--- src/rtl/fetch_unit.sv ---
// Program counter and fetch sequencer: IDLE/RUN/HALTED control with branch, stall and restart.
// Optional taken-branch counter on Taken_cnt when FETCH_BRANCH_COUNT_EN is defined.
module fetch_unit #(
  parameter int          PC_W       = 10,
  parameter int unsigned START_ADDR = 0
) (
  input  logic            Clk,
  input  logic            Reset_n,
  input  logic            Start,
  input  logic            Stall,
  input  logic            Halt,
  input  logic            Branch_en,
  input  logic [PC_W-1:0] Target,
  output logic [PC_W-1:0] PC,
  output logic            Fetch_valid,
  output logic            Done,
  output logic [15:0]     Taken_cnt
);

  typedef enum logic [1:0] {
    IDLE   = 2'd0,
    RUN    = 2'd1,
    HALTED = 2'd2
  } state_e;

  localparam logic [PC_W-1:0] START_PC = PC_W'(START_ADDR);

  state_e          state, state_next;
  logic [PC_W-1:0] pc_q, pc_next;

  // NOTE: every signal driven here gets a default first, so no path can infer a latch.
  always_comb begin
    state_next = state;
    pc_next    = pc_q;
    unique case (state)
      IDLE: begin
        if (Start) begin
          pc_next    = START_PC;
          state_next = RUN;
        end
      end
      RUN: begin
        if (Start) begin
          pc_next = START_PC;
        end else if (Stall) begin
          pc_next = pc_q;
        end else if (Halt) begin
          state_next = HALTED;
        end else if (Branch_en) begin
          pc_next = Target;
        end else begin
          pc_next = pc_q + PC_W'(1);
        end
      end
      HALTED: begin
        if (Start) begin
          pc_next    = START_PC;
          state_next = RUN;
        end
      end
      default: begin
        state_next = IDLE;
        pc_next    = START_PC;
      end
    endcase
  end

  // NOTE: reset is sampled at the clock edge (synchronous) and state uses non-blocking
  // assignments so every flop sees pre-edge values.
  always_ff @(posedge Clk) begin
    if (!Reset_n) begin
      state <= IDLE;
      pc_q  <= START_PC;
    end else begin
      state <= state_next;
      pc_q  <= pc_next;
    end
  end

  assign PC          = pc_q;
  assign Fetch_valid = (state == RUN);
  assign Done        = (state == HALTED);

`ifdef FETCH_BRANCH_COUNT_EN
  logic [15:0] taken_q;
  logic        branch_taken;

  // A branch only counts when it actually redirects the PC.
  assign branch_taken = (state == RUN) && Branch_en && !Start && !Stall && !Halt;

  always_ff @(posedge Clk) begin
    if (!Reset_n) begin
      taken_q <= '0;
    end else if (Start) begin
      taken_q <= '0;
    end else if (branch_taken && (taken_q != 16'hFFFF)) begin
      taken_q <= taken_q + 16'd1;
    end
  end

  assign Taken_cnt = taken_q;
`else
  assign Taken_cnt = '0;
`endif

endmodule

--- config.mk ---
export PLATFORM = sky130hd
export DESIGN_NAME = fetch_unit
export DESIGN_NICKNAME = d
export VERILOG_FILES = /design/src/rtl/fetch_unit.sv
export SDC_FILE = /design/constraint.sdc
export NUM_CORES = 1
export LEC_CHECK = 0
export CORE_MARGIN = 8
export CORE_UTILIZATION = 40
export CTS_BUF_LIST = sky130_fd_sc_hd__clkbuf_8
export CTS_CLUSTER_DIAMETER = 50
export DETAILED_ROUTE_END_ITERATION = 8
export PLACE_DENSITY = 0.81
export RECOVER_POWER = 100
export SLEW_MARGIN = 0
export SYNTH_ARGS = -nofsm -noshare
export SYNTH_HDL_FRONTEND = slang
export SYNTH_SLANG_ARGS = --single-unit
--- constraint.sdc ---
create_clock -name Clk -period 2.05 [get_ports Clk]
set_input_delay 0.5125 -clock Clk [delete_from_list [all_inputs] [get_ports Clk]]
set_output_delay 0.5125 -clock Clk [all_outputs]
set_load 0.005 [all_outputs]
-- Yosys cells after proc, flatten, opt, wreduce, memory -nomap -nowiden
Index checks and enable logic that the tools add are counted.
- add/subtract/negate cells: 1
- eq/ne operators: 8
- multiplexer cells: 11
- reductions and logical operators: 4
- operator list (operator ; number):
    $mux 10 ; 5
    $pmux 10 s2 ; 1
    $add 10x1->10 const B ; 1
    $mux 2 ; 4
    $ne 2x2->1 const B ; 3
    $ne 3x3->1 const B ; 2
    $pmux 2 s2 ; 1
    $reduce_and 4->1 ; 1
    $reduce_and 3->1 ; 1
    $eq 2x1->1 const B ; 1
    $eq 2x2->1 const B ; 1
    $logic_not 2->1 ; 1
    $ne 2x1->1 const B ; 1
    $reduce_or 2->1 ; 1
- register bits after elaboration: 12
- input bits: 16
- output and inout bits: 28

-- Longest topological paths before layout
- depth after elaboration: 6
- depth in mapped cells: 6
- mapped depth without buffers: 5

-- Least setup slack after synthesis
Ideal clock, no wire load.
- path kind: input-to-reg
- start point: input port Halt
- end point: register pc_q[5] (netlist: PC[5])
- arrival time: 1.593 ns
- data required time: 1.966 ns
- slack: 0.373 ns
- cell stages on the path: 4
- cell sequence: or4b_4 or2_0 buf_6 o31ai_2
- longest elaborated chain between the ends: 2
- RTL lines (what ; RTL line ; source):
    start: declaration ; 11 ; input logic Halt,
    $ne 3x3->1 (no line) ; - ;
    $reduce_and 3->1 (no line) ; - ;
    end signal: assignment ; 76 ; pc_q <= pc_next;
    end: declaration ; 29 ; logic [PC_W-1:0] pc_q, pc_next;
Every way passes these cells.
A chain may end at the register's enable or synchronous reset.

-- Worst setup path after layout
- start point: register state[0]
- end point: output port Done
- longest elaborated chain between the ends: 1
- RTL lines (what ; RTL line ; source):
    start: declaration ; 28 ; state_e state, state_next;
    start signal: assignment ; 75 ; state <= state_next;
    $eq 2x2->1 ; 82 ; assign Done = (state == HALTED);
    end: declaration ; 16 ; output logic Done,
Every way passes these cells.

==> metrics.yaml <==
die_w_um: 62.2
slew_viol_final: 0
maxCapViolations: 0
cts_setup_buffers: 0
clock_skew_ns: 0.00428
area_delta_synth_final_pct: 39.9
leakage_nw: 0.494
first_pass_iters: 4
final_cell_mix: "16 x conb_1, 16 x clkdlybuf4s50_1, 12 x dfxtp_1, 12 x a21oi_1"
critPathKind: "reg -> out"
fin_util_pct: 60.2
overflow: 0
drive_above_1_share_pct: 11.6
clk_pin_slew_ns: 0.06
pwr-share-clk_pct: 43.8
grt_pass1_vias: 862
rsz0062_at_grt: "no"
synth_top_area_share_pct: 28.2
ant_nets: 0
dp_hpwl_um: 1790
crit_fanout: 7
cp-start-kind: "flop"
worst_r2r_endpoint: "PC[6]"
fin_nets: 165
grt_pass1_wl_um: 3780
fin_setup_tns_ns: 0
diodes: 0
hold_depth: 2
cts_resized: 0
grt_use_total_pct: 11.4
hold_ws_ns: 0.496
min_to: "PC[8]"
finalCriticalPeriod_ns: 1.95
swShare_pct: 23.3
htree_levels: 1
post-route-period-util_pct: 95.1
routedWlPerCell_um: 12.8
synth_area_um2: 852
ios: 44
hold_path_class: "reg -> reg"
slowest_delay_ns: 0.57
ir_drop_mv: 0.400
r2r-start: "state[0]"
async_flop_share_pct: 0
yosys.area.top_type: "dfxtp_1"
crit_required_ns: 1.54
core_area_um2: 1980
seq_area_frac_synth_pct: 28.2
vias_per_cell: 4.86
numCtsBuffers: 3
vias: 846
cts_hold_buffers: 0
status: "completed"
rr_worst_depth: 3
routed_wl_um: 2230
grt_start_max_net_pins: 10
ys_ff_latch: 12
p_per_area_nw_per_um2: 504
fmax_mhz: 513
regArea_um2: 240
port_buffers: 27
place_area_um2: 1140
crit_path_end_kind: "primary output"
pwr-share-comb_pct: 16.1
intPower_uw: 461
die_area_um2: 3860
netlist_instances: 111
hold_violations: 0
syn_area_per_cell_um2: 7.68
synth_enable_flop_cells: 0
ys.flop_type: "dfxtp_1"
cp.arrival_ns: 1.44
fill_cells: 187
yosysUniqueCellTypes: 37
multi_input_area_um2: 507
drc_errors: 0
switching_power_uw: 140
drt_iter0_markers: 29
pwr-share-seq_pct: 40.1
netlist_top_cells_area: "dfxtp_1 28%, buf_4 14%, a21oi_1 7.0%, nand2_1 4.8%, nor3_1 2.9%"
start_util_pct: 43.0
reg2reg_slack_ns: 0.42
final_area_um2: 1190
slowest_stage: "dlygate4sd3_1"
cts-root-buf: "clkbuf_8"
rows: 16
worstPathCellList: "and2b_1 -> dlygate4sd3_1"
cts_buffer_depth: 2
place.gp.congestion: 0.896
die_h_um: 62.2
antenna_found_initial: 0
clock_latency_ns: 0.24
hold_start: "PC[8]"
finalSetupViolations: 0
cts_tree: "built"
ys_warn_count: 0
clock_sinks: 12
sequential cells by signal, indices dropped and copies added, names as in the netlist:
register and cells:
PC 10, state 2
power groups by stage:
stage               logic, mW  clock network (mW)  registers (mW)
global placement       0.0960                   0           0.246
detailed placement     0.0969                   0           0.246
CTS                    0.0976               0.266           0.241
global route            0.107               0.282           0.241
floorplan              0.0628                   0           0.245
finish                 0.0970               0.263           0.241
Yosys cell counts (2+ instances only):
cell / count
a21oi_1: 12
a22oi_1: 2
buf_4: 16
clkbuf_1: 2
dfxtp_1: 12
inv_1: 5
nand2_1: 11
nand3_1: 4
nor2_1: 5
nor2b_1: 3
nor3_1: 5
nor4_1: 2
o21a_1: 2
o21ai_1: 2
o22ai_1: 4
o31ai_2: 2
or2_0: 2
critical path: cells and delay by family (launching register included):
kind / cells / cell delay, ns
flops: 1 / 0.41
simple gates: 1 / 0.21
buf+inv: 1 / 0.57
layer usage:
layer	vias up	wire length, µm	track usage, %	part of all wire [%]
li1	439	-	-	-
met1	380	1010	12.6	45
met2	25	1050	19.0	47
met3	2	162	6.09	7.3
met4	0	4	1.75	0.18
met5	-	0	0	0
final cells by class:
type / count / area share [%]
multi-input cells: 89 / 42.5
repair buffers: 36 / 28.0
flip-flops and latches: 12 / 20.1
clock buffers: 4 / 4.62
well taps: 27 / 2.83
inverters: 6 / 1.89
kinds of logic (layout without fill, tap and decap cells):
| kind of cell | Yosys count | in the layout | share of synthesized area, % |
|---|---|---|---|
| simple gates | 40 | 40 | 25.3 |
| fa+ha+maj | 1 | 1 | 1.47 |
| mux | 1 | 1 | 1.32 |
| other cells | 1 | 16 | 0.440 |
| compound gates | 31 | 31 | 24.4 |
| buf+inv | 25 | 46 | 18.9 |
| flops | 12 | 12 | 28.2 |
metrics by stage:
step / cells / power, mW / setup WS (ns)
after floorplan: 126 / 0.308 / 0.373
after global placement: 170 / 0.342 / -0.126
after detailed placement: 170 / 0.343 / -0.167
after CTS: 174 / 0.604 / 0.0814
after global routing: 174 / 0.631 / 0.0269
final: 174 / 0.601 / 0.100
worst max path at each step:
stage               startpoint     to  slack [ns]  cells after the start
floorplan                 Halt  PC[5]        0.37                      4
global placement          Halt  PC[5]       -0.13                      4
detailed placement        Halt  PC[5]       -0.17                      4
CTS                       Halt  PC[5]        0.08                      4
global route              Halt  PC[8]        0.03                      6
finish                state[0]   Done        0.10                      2
(Power assumes the default switching activity.)
